**config.mk**
```make
export PLATFORM = sky130hd
export DESIGN_NAME = clock_display_scan_flat
export DESIGN_NICKNAME = d
export VERILOG_FILES = /design/src/rtl/clock_pkg.sv /design/src/rtl/clock_display_scan_if.sv /design/src/rtl/bin2bcd60.sv /design/src/rtl/clock_display_scan.sv /design/src/flat_wrapper.sv
export SDC_FILE = /design/constraint.sdc
export NUM_CORES = 1
export LEC_CHECK = 0
export CORE_ASPECT_RATIO = 0.5
export CORE_MARGIN = 2
export CORE_UTILIZATION = 40
export CTS_CLUSTER_SIZE = 10
export DETAILED_ROUTE_END_ITERATION = 12
export SLEW_MARGIN = 20
export SYNTH_ARGS = -nofsm -noshare
export SYNTH_HDL_FRONTEND = slang
export SYNTH_SLANG_ARGS = --single-unit
```
**constraint.sdc**
```tcl
create_clock -name clk -period 3.1 [get_ports clk]
set_clock_uncertainty 0.2 [all_clocks]
set_input_delay 0.62 -clock clk [delete_from_list [all_inputs] [get_ports clk]]
set_output_delay 0.62 -clock clk [all_outputs]
set_load 0.005 [all_outputs]
```
**src/rtl/clock_pkg.sv**
```systemverilog
// rtl/clock_pkg.sv - shared constants for the clock display scanner
package clock_pkg;

    typedef enum logic [1:0] {
        BLINK_NONE = 2'd0,
        BLINK_SEC  = 2'd1,
        BLINK_MIN  = 2'd2,
        BLINK_HOUR = 2'd3
    } blink_sel_e;

    localparam logic [2:0] IDX_HOUR_T = 3'd0;
    localparam logic [2:0] IDX_HOUR_O = 3'd1;
    localparam logic [2:0] IDX_MIN_T  = 3'd2;
    localparam logic [2:0] IDX_MIN_O  = 3'd3;
    localparam logic [2:0] IDX_SEC_T  = 3'd4;
    localparam logic [2:0] IDX_SEC_O  = 3'd5;

    // Active-low segments, bit order {g,f,e,d,c,b,a}
    localparam logic [6:0] SEG_0     = 7'b1000000;
    localparam logic [6:0] SEG_1     = 7'b1111001;
    localparam logic [6:0] SEG_2     = 7'b0100100;
    localparam logic [6:0] SEG_3     = 7'b0110000;
    localparam logic [6:0] SEG_4     = 7'b0011001;
    localparam logic [6:0] SEG_5     = 7'b0010010;
    localparam logic [6:0] SEG_6     = 7'b0000010;
    localparam logic [6:0] SEG_7     = 7'b1111000;
    localparam logic [6:0] SEG_8     = 7'b0000000;
    localparam logic [6:0] SEG_9     = 7'b0010000;
    localparam logic [6:0] SEG_DASH  = 7'b0111111;
    localparam logic [6:0] SEG_BLANK = 7'b1111111;

    function automatic logic [6:0] glyph(input logic [3:0] d);
        case (d)
            4'd0:    glyph = SEG_0;
            4'd1:    glyph = SEG_1;
            4'd2:    glyph = SEG_2;
            4'd3:    glyph = SEG_3;
            4'd4:    glyph = SEG_4;
            4'd5:    glyph = SEG_5;
            4'd6:    glyph = SEG_6;
            4'd7:    glyph = SEG_7;
            4'd8:    glyph = SEG_8;
            4'd9:    glyph = SEG_9;
            default: glyph = SEG_BLANK;
        endcase
    endfunction

endpackage

```
**src/rtl/clock_display_scan_if.sv**
```systemverilog
// rtl/clock_display_scan_if.sv - time inputs and display pins of the scanner
interface clock_display_scan_if;
    logic [4:0] hour;
    logic [5:0] min;
    logic [5:0] sec;
    logic [1:0] blink_sel;
    logic [5:0] an_n;
    logic [6:0] seg_n;
    logic       dp_n;

    modport master (output hour, min, sec, blink_sel, input an_n, seg_n, dp_n);
    modport slave  (input hour, min, sec, blink_sel, output an_n, seg_n, dp_n);
endinterface

```
**src/rtl/bin2bcd60.sv**
```systemverilog
// rtl/bin2bcd60.sv - 6-bit binary to two BCD digits with range flag
module bin2bcd60 #(
    parameter int LIMIT = 60
) (
    input  logic [5:0] val_i,
    output logic [3:0] tens_o,
    output logic [3:0] ones_o,
    output logic       oor_o
);

    assign oor_o = (val_i >= 6'(LIMIT));

    // Largest multiple of ten not above the value wins; covers 0..63
    always_comb begin
        tens_o = 4'd0;
        ones_o = 4'(val_i);
        for (int t = 6; t >= 1; t--) begin
            if (tens_o == 4'd0 && val_i >= 6'(t * 10)) begin
                tens_o = 4'(t);
                ones_o = 4'(val_i - 6'(t * 10));
            end
        end
    end

endmodule

```
**src/rtl/clock_display_scan.sv**
```systemverilog
// rtl/clock_display_scan.sv - six-digit multiplexed HH.MM.SS display driver
module clock_display_scan
    import clock_pkg::*;
#(
    parameter int SCAN_DIV  = 50000,
    parameter int BLANK_CYC = 2,
    parameter int BLINK_DIV = 12500000
) (
    input  logic                 clk,
    input  logic                 rst_n,
    clock_display_scan_if.slave  disp
);

    localparam int PW = $clog2(SCAN_DIV);
    localparam int BW = $clog2(BLINK_DIV);

    logic [PW-1:0] pre_q, pre_d;
    logic [2:0]    idx_q, idx_d;
    logic [BW-1:0] bcnt_q, bcnt_d;
    logic          phase_q, phase_d;
    logic [1:0]    sel_q;
    logic          first_q;
    logic [4:0]    hour_q;
    logic [5:0]    min_q, sec_q;
    logic [5:0]    an_q, an_d;
    logic [6:0]    seg_q, seg_d;
    logic          dp_q, dp_d;

    logic          pre_wrap, capture, hide, oor;
    logic [3:0]    dig;
    logic [1:0]    field;
    logic [3:0]    h_t, h_o, m_t, m_o, s_t, s_o;
    logic          h_oor, m_oor, s_oor;

    bin2bcd60 #(.LIMIT(24)) u_hour (.val_i({1'b0, hour_q}), .tens_o(h_t), .ones_o(h_o), .oor_o(h_oor));
    bin2bcd60 #(.LIMIT(60)) u_min  (.val_i(min_q),          .tens_o(m_t), .ones_o(m_o), .oor_o(m_oor));
    bin2bcd60 #(.LIMIT(60)) u_sec  (.val_i(sec_q),          .tens_o(s_t), .ones_o(s_o), .oor_o(s_oor));

    always_comb begin
        pre_wrap = (pre_q == PW'(SCAN_DIV - 1));
        pre_d    = pre_wrap ? '0 : pre_q + 1'b1;
        idx_d    = idx_q;
        if (pre_wrap) begin
            idx_d = (idx_q == IDX_SEC_O) ? IDX_HOUR_T : idx_q + 3'd1;
        end
        // Whole frame comes from one snapshot, refreshed only at the 5->0 wrap
        capture = first_q || (pre_wrap && idx_q == IDX_SEC_O);

        // A new selection restarts the blink visible so the user sees the field at once
        if (disp.blink_sel != sel_q) begin
            bcnt_d  = '0;
            phase_d = 1'b1;
        end else if (bcnt_q == BW'(BLINK_DIV - 1)) begin
            bcnt_d  = '0;
            phase_d = ~phase_q;
        end else begin
            bcnt_d  = bcnt_q + 1'b1;
            phase_d = phase_q;
        end

        case (idx_q)
            IDX_HOUR_T: begin dig = h_t; oor = h_oor; end
            IDX_HOUR_O: begin dig = h_o; oor = h_oor; end
            IDX_MIN_T:  begin dig = m_t; oor = m_oor; end
            IDX_MIN_O:  begin dig = m_o; oor = m_oor; end
            IDX_SEC_T:  begin dig = s_t; oor = s_oor; end
            default:    begin dig = s_o; oor = s_oor; end
        endcase

        case (idx_q[2:1])
            2'd0:    field = BLINK_HOUR;
            2'd1:    field = BLINK_MIN;
            default: field = BLINK_SEC;
        endcase
        hide = !phase_q && (sel_q != BLINK_NONE) && (sel_q == field);

        an_d = 6'b111111;
        if (pre_q >= PW'(BLANK_CYC) && !hide) begin
            an_d[idx_q] = 1'b0;
        end
        seg_d = oor ? SEG_DASH : glyph(dig);
        dp_d  = !(idx_q == IDX_HOUR_O || idx_q == IDX_MIN_O);
    end

    always_ff @(posedge clk or negedge rst_n) begin
        if (!rst_n) begin
            pre_q   <= '0;
            idx_q   <= IDX_HOUR_T;
            bcnt_q  <= '0;
            phase_q <= 1'b1;
            sel_q   <= BLINK_NONE;
            first_q <= 1'b1;
            hour_q  <= '0;
            min_q   <= '0;
            sec_q   <= '0;
            an_q    <= 6'b111111;
            seg_q   <= SEG_BLANK;
            dp_q    <= 1'b1;
        end else begin
            pre_q   <= pre_d;
            idx_q   <= idx_d;
            bcnt_q  <= bcnt_d;
            phase_q <= phase_d;
            sel_q   <= disp.blink_sel;
            first_q <= 1'b0;
            if (capture) begin
                hour_q <= disp.hour;
                min_q  <= disp.min;
                sec_q  <= disp.sec;
            end
            an_q    <= an_d;
            seg_q   <= seg_d;
            dp_q    <= dp_d;
        end
    end

    assign disp.an_n  = an_q;
    assign disp.seg_n = seg_q;
    assign disp.dp_n  = dp_q;

endmodule

```
**src/flat_wrapper.sv**
```systemverilog
// flat-port wrapper written by rule: the top's interface ports become plain ports
module clock_display_scan_flat import clock_pkg::*;
#(
    parameter int SCAN_DIV  = 50000,
    parameter int BLANK_CYC = 2,
    parameter int BLINK_DIV = 12500000
)
  (clk, rst_n, disp_hour, disp_min, disp_sec, disp_blink_sel, disp_an_n, disp_seg_n, disp_dp_n);
  clock_display_scan_if disp_i ();
  input  logic clk;
  input  logic rst_n;
  input wire logic [$bits(disp_i.hour)-1:0] disp_hour;
  input wire logic [$bits(disp_i.min)-1:0] disp_min;
  input wire logic [$bits(disp_i.sec)-1:0] disp_sec;
  input wire logic [$bits(disp_i.blink_sel)-1:0] disp_blink_sel;
  output wire logic [$bits(disp_i.an_n)-1:0] disp_an_n;
  output wire logic [$bits(disp_i.seg_n)-1:0] disp_seg_n;
  output wire logic [$bits(disp_i.dp_n)-1:0] disp_dp_n;
  assign disp_i.hour = disp_hour;
  assign disp_i.min = disp_min;
  assign disp_i.sec = disp_sec;
  assign disp_i.blink_sel = disp_blink_sel;
  assign disp_an_n = disp_i.an_n;
  assign disp_seg_n = disp_i.seg_n;
  assign disp_dp_n = disp_i.dp_n;
  clock_display_scan #(.SCAN_DIV(SCAN_DIV), .BLANK_CYC(BLANK_CYC), .BLINK_DIV(BLINK_DIV)) u_core (.clk(clk), .rst_n(rst_n), .disp(disp_i));
endmodule
```
==> results.txt <==
Relative to the synthesized area, the layout overhead comes to 25.43%. The run gives 0.35 ns as the insertion delay to the later sink of the worst-skew pair. TritonCTS built the clock tree.

Synthesis produced a netlist whose cell count is 504. Setup violations remaining at the end of the flow were counted as 0. The setup TNS is 0 ns.

The number of flops mapped to enable cells by yosys works out to 0. The power density over cell area is 452.8 nW/um^2. In the routed layout, each cell is associated on average with a via count of 5.241. Sorting the synthesized cells by how often they occur yields 62 x sky130_fd_sc_hd__dfrtp_1, 51 x sky130_fd_sc_hd__nor2_1, 40 x sky130_fd_sc_hd__nand2_1. The synthesized area divided by synthesized cell count is 9.585 sq um, and the count of standard-cell rows is 28. The starting density of the core was 0.4092; the part of the cycle the worst path needs was 0.9821. The count of different cell masters after synthesis came out at 78.

The region available for standard cell placement spans 11810 sq um. The leakage power figure is 2.513 nW, and the number of storage elements in the synthesis netlist is 78. Entering global routing, the biggest net connects 77 pins.

The number of cell instances on the worst register-to-register path was 11; the detail-routed net length per standard cell was 14.50 microns. The number of diodes is 0, and the number of ports placed on the die boundary is 35. The net count of the finished layout is 617. For the iteration count of the initial detailed-routing pass, the log shows 4. The fmax is 328.5 MHz, and the met2 usage is 0.2887.

The area share of the largest cell type after synthesis is 0.3212, and the total number of yosys warnings is 0. The sequential cell area fraction in the yosys report is 0.4082, and the proportion of synthesized flip-flops having asynchronous set or reset is 1.000. The die is 159.4 microns wide. The routed layout has 3878 vias. The tightest min-delay check is of the in2async type. For this design, the sink count on the clock tree is 78. The run finished with clean final reports. The highest-delay cell along the critical path is sky130_fd_sc_hd__or4_4. The critical path crosses 11 cells after its start point.

Broken down by cell family, the worst path's largest delay share belongs to simple AND/OR/NAND/NOR gates. On the worst path, the slowest cell contributes a delay of 0.58 ns. The die outline height was 81.71 microns; the overall global routing resource usage was 0.1739. The H-tree generated during clock tree synthesis spans 3 levels.

The run gives 0.3610 as the worst-case headroom to the max-slew limit. Ranked by total cell area, the synthesized netlist is headed by sky130_fd_sc_hd__dfrtp_1 32%, sky130_fd_sc_hd__dfstp_2 8.7%, sky130_fd_sc_hd__ha_1 6.7%, sky130_fd_sc_hd__xor2_1 4.4%, sky130_fd_sc_hd__nor2_1 4.0%. The detailed router finished its first iteration with 219 violations. The run gives 0.8888 as the global placement routability congestion. When the netlist entered floorplanning its net count stood at 551. Among all flip-flop cells after synthesis, the most frequent one is sky130_fd_sc_hd__dfrtp_1.

The initial antenna violation count is 0, and the setup slack at placement is -0.01505 ns. The total routed wirelength is 10.73 mm. After global routing, the most crowded layer is met2. Data arrives at the worst endpoint at 3.13 ns. The via count of the first global-routing pass is 3849, and the buffering stage count on the worst path with inverters included is 2.

Maximum ir drop on the vdd rail: 0.2078 mV. The run gives 0 as the reported max-cap violation count. The endpoint kind of the worst setup timing path is a register. The fraction of layout cells with a size suffix above 1 came out at 0.2296. After clock tree synthesis, the clock-pin slew on the worst setup and hold paths is 0.07 ns. The completed layout was analyzed and its total power is 0.002744 W.

Setup repair after global routing could not meet its margin everywhere. The first global-routing pass estimated 18.20 mm of wire. STA puts the critical path data required time at 3.18 ns. The setup path with the least slack is of type reg2reg.

Clock tree root buffer cell: sky130_fd_sc_hd__clkbuf_16. Final antenna-violating net count: 0. The transition time at the pin with the least slew margin is 0.9585 ns. The total count of max-transition violations in the final report was 0.

Among the stages of the critical path, the cell type that occurs most often is sky130_fd_sc_hd__or4_4. The clock passes through at most 2 buffers. The post-DP HPWL came out at 7.461 mm. The total of fill cells in the finished design is 1113. Maximum fanout count along the critical path: 6. The critical path goes through inv_2, buf_6, ha_4, a21boi_4, or4_4, a41oi_2, o22ai_2, or4_4, or2_4, and3b_1, o21ai_2. Global-route track usage on met1: 0.2277. The post-layout worst setup margin is 0.05552 ns. The library cell occupying the most area in the post-synthesis netlist is sky130_fd_sc_hd__dfrtp_1. After detailed routing, the number of remaining DRC violations is 0. The run gives 0.03788 as the met3 capacity usage during global routing. The startpoint type of the worst setup path was a register. The clock period minus worst slack is 3.044 ns, and the count of port buffers added during placement is 34.

Number of buffers added by the clock tree synthesis step: 9. The logs give 0 for the total congestion overflow and 0 for the total count of hold-check failures in the final report. The most used standard cell by instance count after synthesis was sky130_fd_sc_hd__dfrtp_1. After synthesis the cells add up to 4831 sq um. The logs give 0.5132 for the final core area utilization and 13030 sq um for the die area.
==> path summary, 6_finish.rpt <==
| check | from | to | slack [ns] |
|---|---|---|---|
| worst max-delay path | u_core.min_q[2]$_DFFE_PN0P_ | u_core.disp.seg_n[5]$_DFF_PN1_ | 0.06 |
| worst min-delay path | rst_n | u_core.bcnt_q[6]$_DFF_PN0_ | 0.22 |
| worst max register to register | u_core.min_q[2]$_DFFE_PN0P_ | u_core.disp.seg_n[5]$_DFF_PN1_ | 0.06 |
| worst min register to register | u_core.pre_q[0]$_DFF_PN0_ | u_core.pre_q[0]$_DFF_PN0_ | 0.29 |
| max in group asynchronous | rst_n | u_core.disp.an_n[3]$_DFF_PN1_ | 1.76 |
| min in group clk | u_core.pre_q[0]$_DFF_PN0_ | u_core.pre_q[0]$_DFF_PN0_ | 0.29 |
==> state kept, by name (all words and copies together) (netlist names), 3 cells and up <==
signal,flops
u_core.bcnt_q,24
u_core.pre_q,16
u_core.disp.seg_n,7
u_core.disp.an_n,6
u_core.min_q,6
u_core.sec_q,6
u_core.hour_q,5
u_core.idx_q,3
==> power by group <==
| part | internal, W | leakage, nW | switching (W) | total (W) |
|---|---|---|---|---|
| Sequential | 0.00107 | 0.973 | 0.0000513 | 0.00113 |
| Clock | 0.000561 | 0.139 | 0.000476 | 0.00104 |
| Combinational | 0.000298 | 1.40 | 0.000283 | 0.000581 |
==> routing by layer <==
metal / vias to the layer above / part of all wire
li1: 1936 / -
met1: 1868 / 0.49
met2: 65 / 0.46
met3: 9 / 0.040
met4: 0 / 0.010
met5: - / 0
==> layout make-up <==
class,count,area [sq um],share of cell area
multi-input cells,383,2848,0.4700
inverters,21,78.83,0.01301
well taps,165,206.4,0.03407
flip-flops and latches,78,1974,0.3258
repair buffers,77,664.4,0.1096
clock buffers,9,225.2,0.03717
clock inverters,7,62.56,0.01032
==> timing repair <==
| action | CTS | global route |
|---|---|---|
| resized for setup | 3 | 33 |
| gates cloned | 0 | 0 |
| hold buffers | 0 | 0 |
| setup buffers | 0 | 2 |
| pin swaps | 0 | 13 |
| endpoints found under the setup margin | 4 | 6 |
==> cells by family (layout without fill, tap and decap cells) <==
kind of cell	count (synthesis)	in the layout	share of synthesized area
flops	78	78	0.4082
compound gates	96	96	0.1492
other cells	1	1	0.0007763
xor+xnor	41	41	0.07433
simple gates	198	198	0.2152
fa+ha+maj	27	27	0.06941
mux	20	20	0.04584
buf+inv	43	114	0.03704
==> per-stage QoR <==
stage / hold slack, ns / cell area, sq um / instances
after floorplan: 0.1244 / 4860 / 504
after global placement: 0.2801 / 5599 / 722
after detailed placement: 0.2817 / 5599 / 722
after CTS: 0.2635 / 5897 / 738
after global routing: 0.3112 / 6060 / 740
final: 0.2245 / 6060 / 740
==> cells in the final DEF (no fill, tap or decap), types with 4 or more instances in the layout <==
| master | synthesis | routed |
|---|---|---|
| sky130_fd_sc_hd__dfrtp_1 | 62 | 60 |
| sky130_fd_sc_hd__nor2_1 | 51 | 51 |
| sky130_fd_sc_hd__buf_4 | 1 | 43 |
| sky130_fd_sc_hd__nand2_1 | 40 | 40 |
| sky130_fd_sc_hd__clkdlybuf4s50_1 | 0 | 33 |
| sky130_fd_sc_hd__xor2_1 | 24 | 24 |
| sky130_fd_sc_hd__nand3_1 | 22 | 22 |
| sky130_fd_sc_hd__ha_1 | 26 | 20 |
| sky130_fd_sc_hd__inv_1 | 21 | 17 |
| sky130_fd_sc_hd__xnor2_1 | 17 | 17 |
| sky130_fd_sc_hd__mux2_2 | 17 | 17 |
| sky130_fd_sc_hd__dfstp_2 | 16 | 16 |
| sky130_fd_sc_hd__o21ai_0 | 13 | 13 |
| sky130_fd_sc_hd__nor3_1 | 13 | 12 |
| sky130_fd_sc_hd__a21oi_1 | 14 | 12 |
| sky130_fd_sc_hd__and3_1 | 9 | 9 |
| sky130_fd_sc_hd__clkbuf_16 | 0 | 9 |
| sky130_fd_sc_hd__nand2b_1 | 8 | 8 |
| sky130_fd_sc_hd__nor3b_1 | 8 | 7 |
| sky130_fd_sc_hd__nand4_1 | 6 | 6 |
| sky130_fd_sc_hd__and2_1 | 6 | 6 |
| sky130_fd_sc_hd__o211ai_1 | 6 | 6 |
| sky130_fd_sc_hd__inv_2 | 0 | 4 |
| sky130_fd_sc_hd__nor4_1 | 4 | 4 |
| sky130_fd_sc_hd__or3_1 | 4 | 4 |
| sky130_fd_sc_hd__nor2b_1 | 4 | 4 |
| sky130_fd_sc_hd__a211oi_1 | 6 | 4 |
| sky130_fd_sc_hd__ha_2 | 0 | 4 |
| sky130_fd_sc_hd__inv_6 | 0 | 4 |
(Power assumes the default switching activity.)
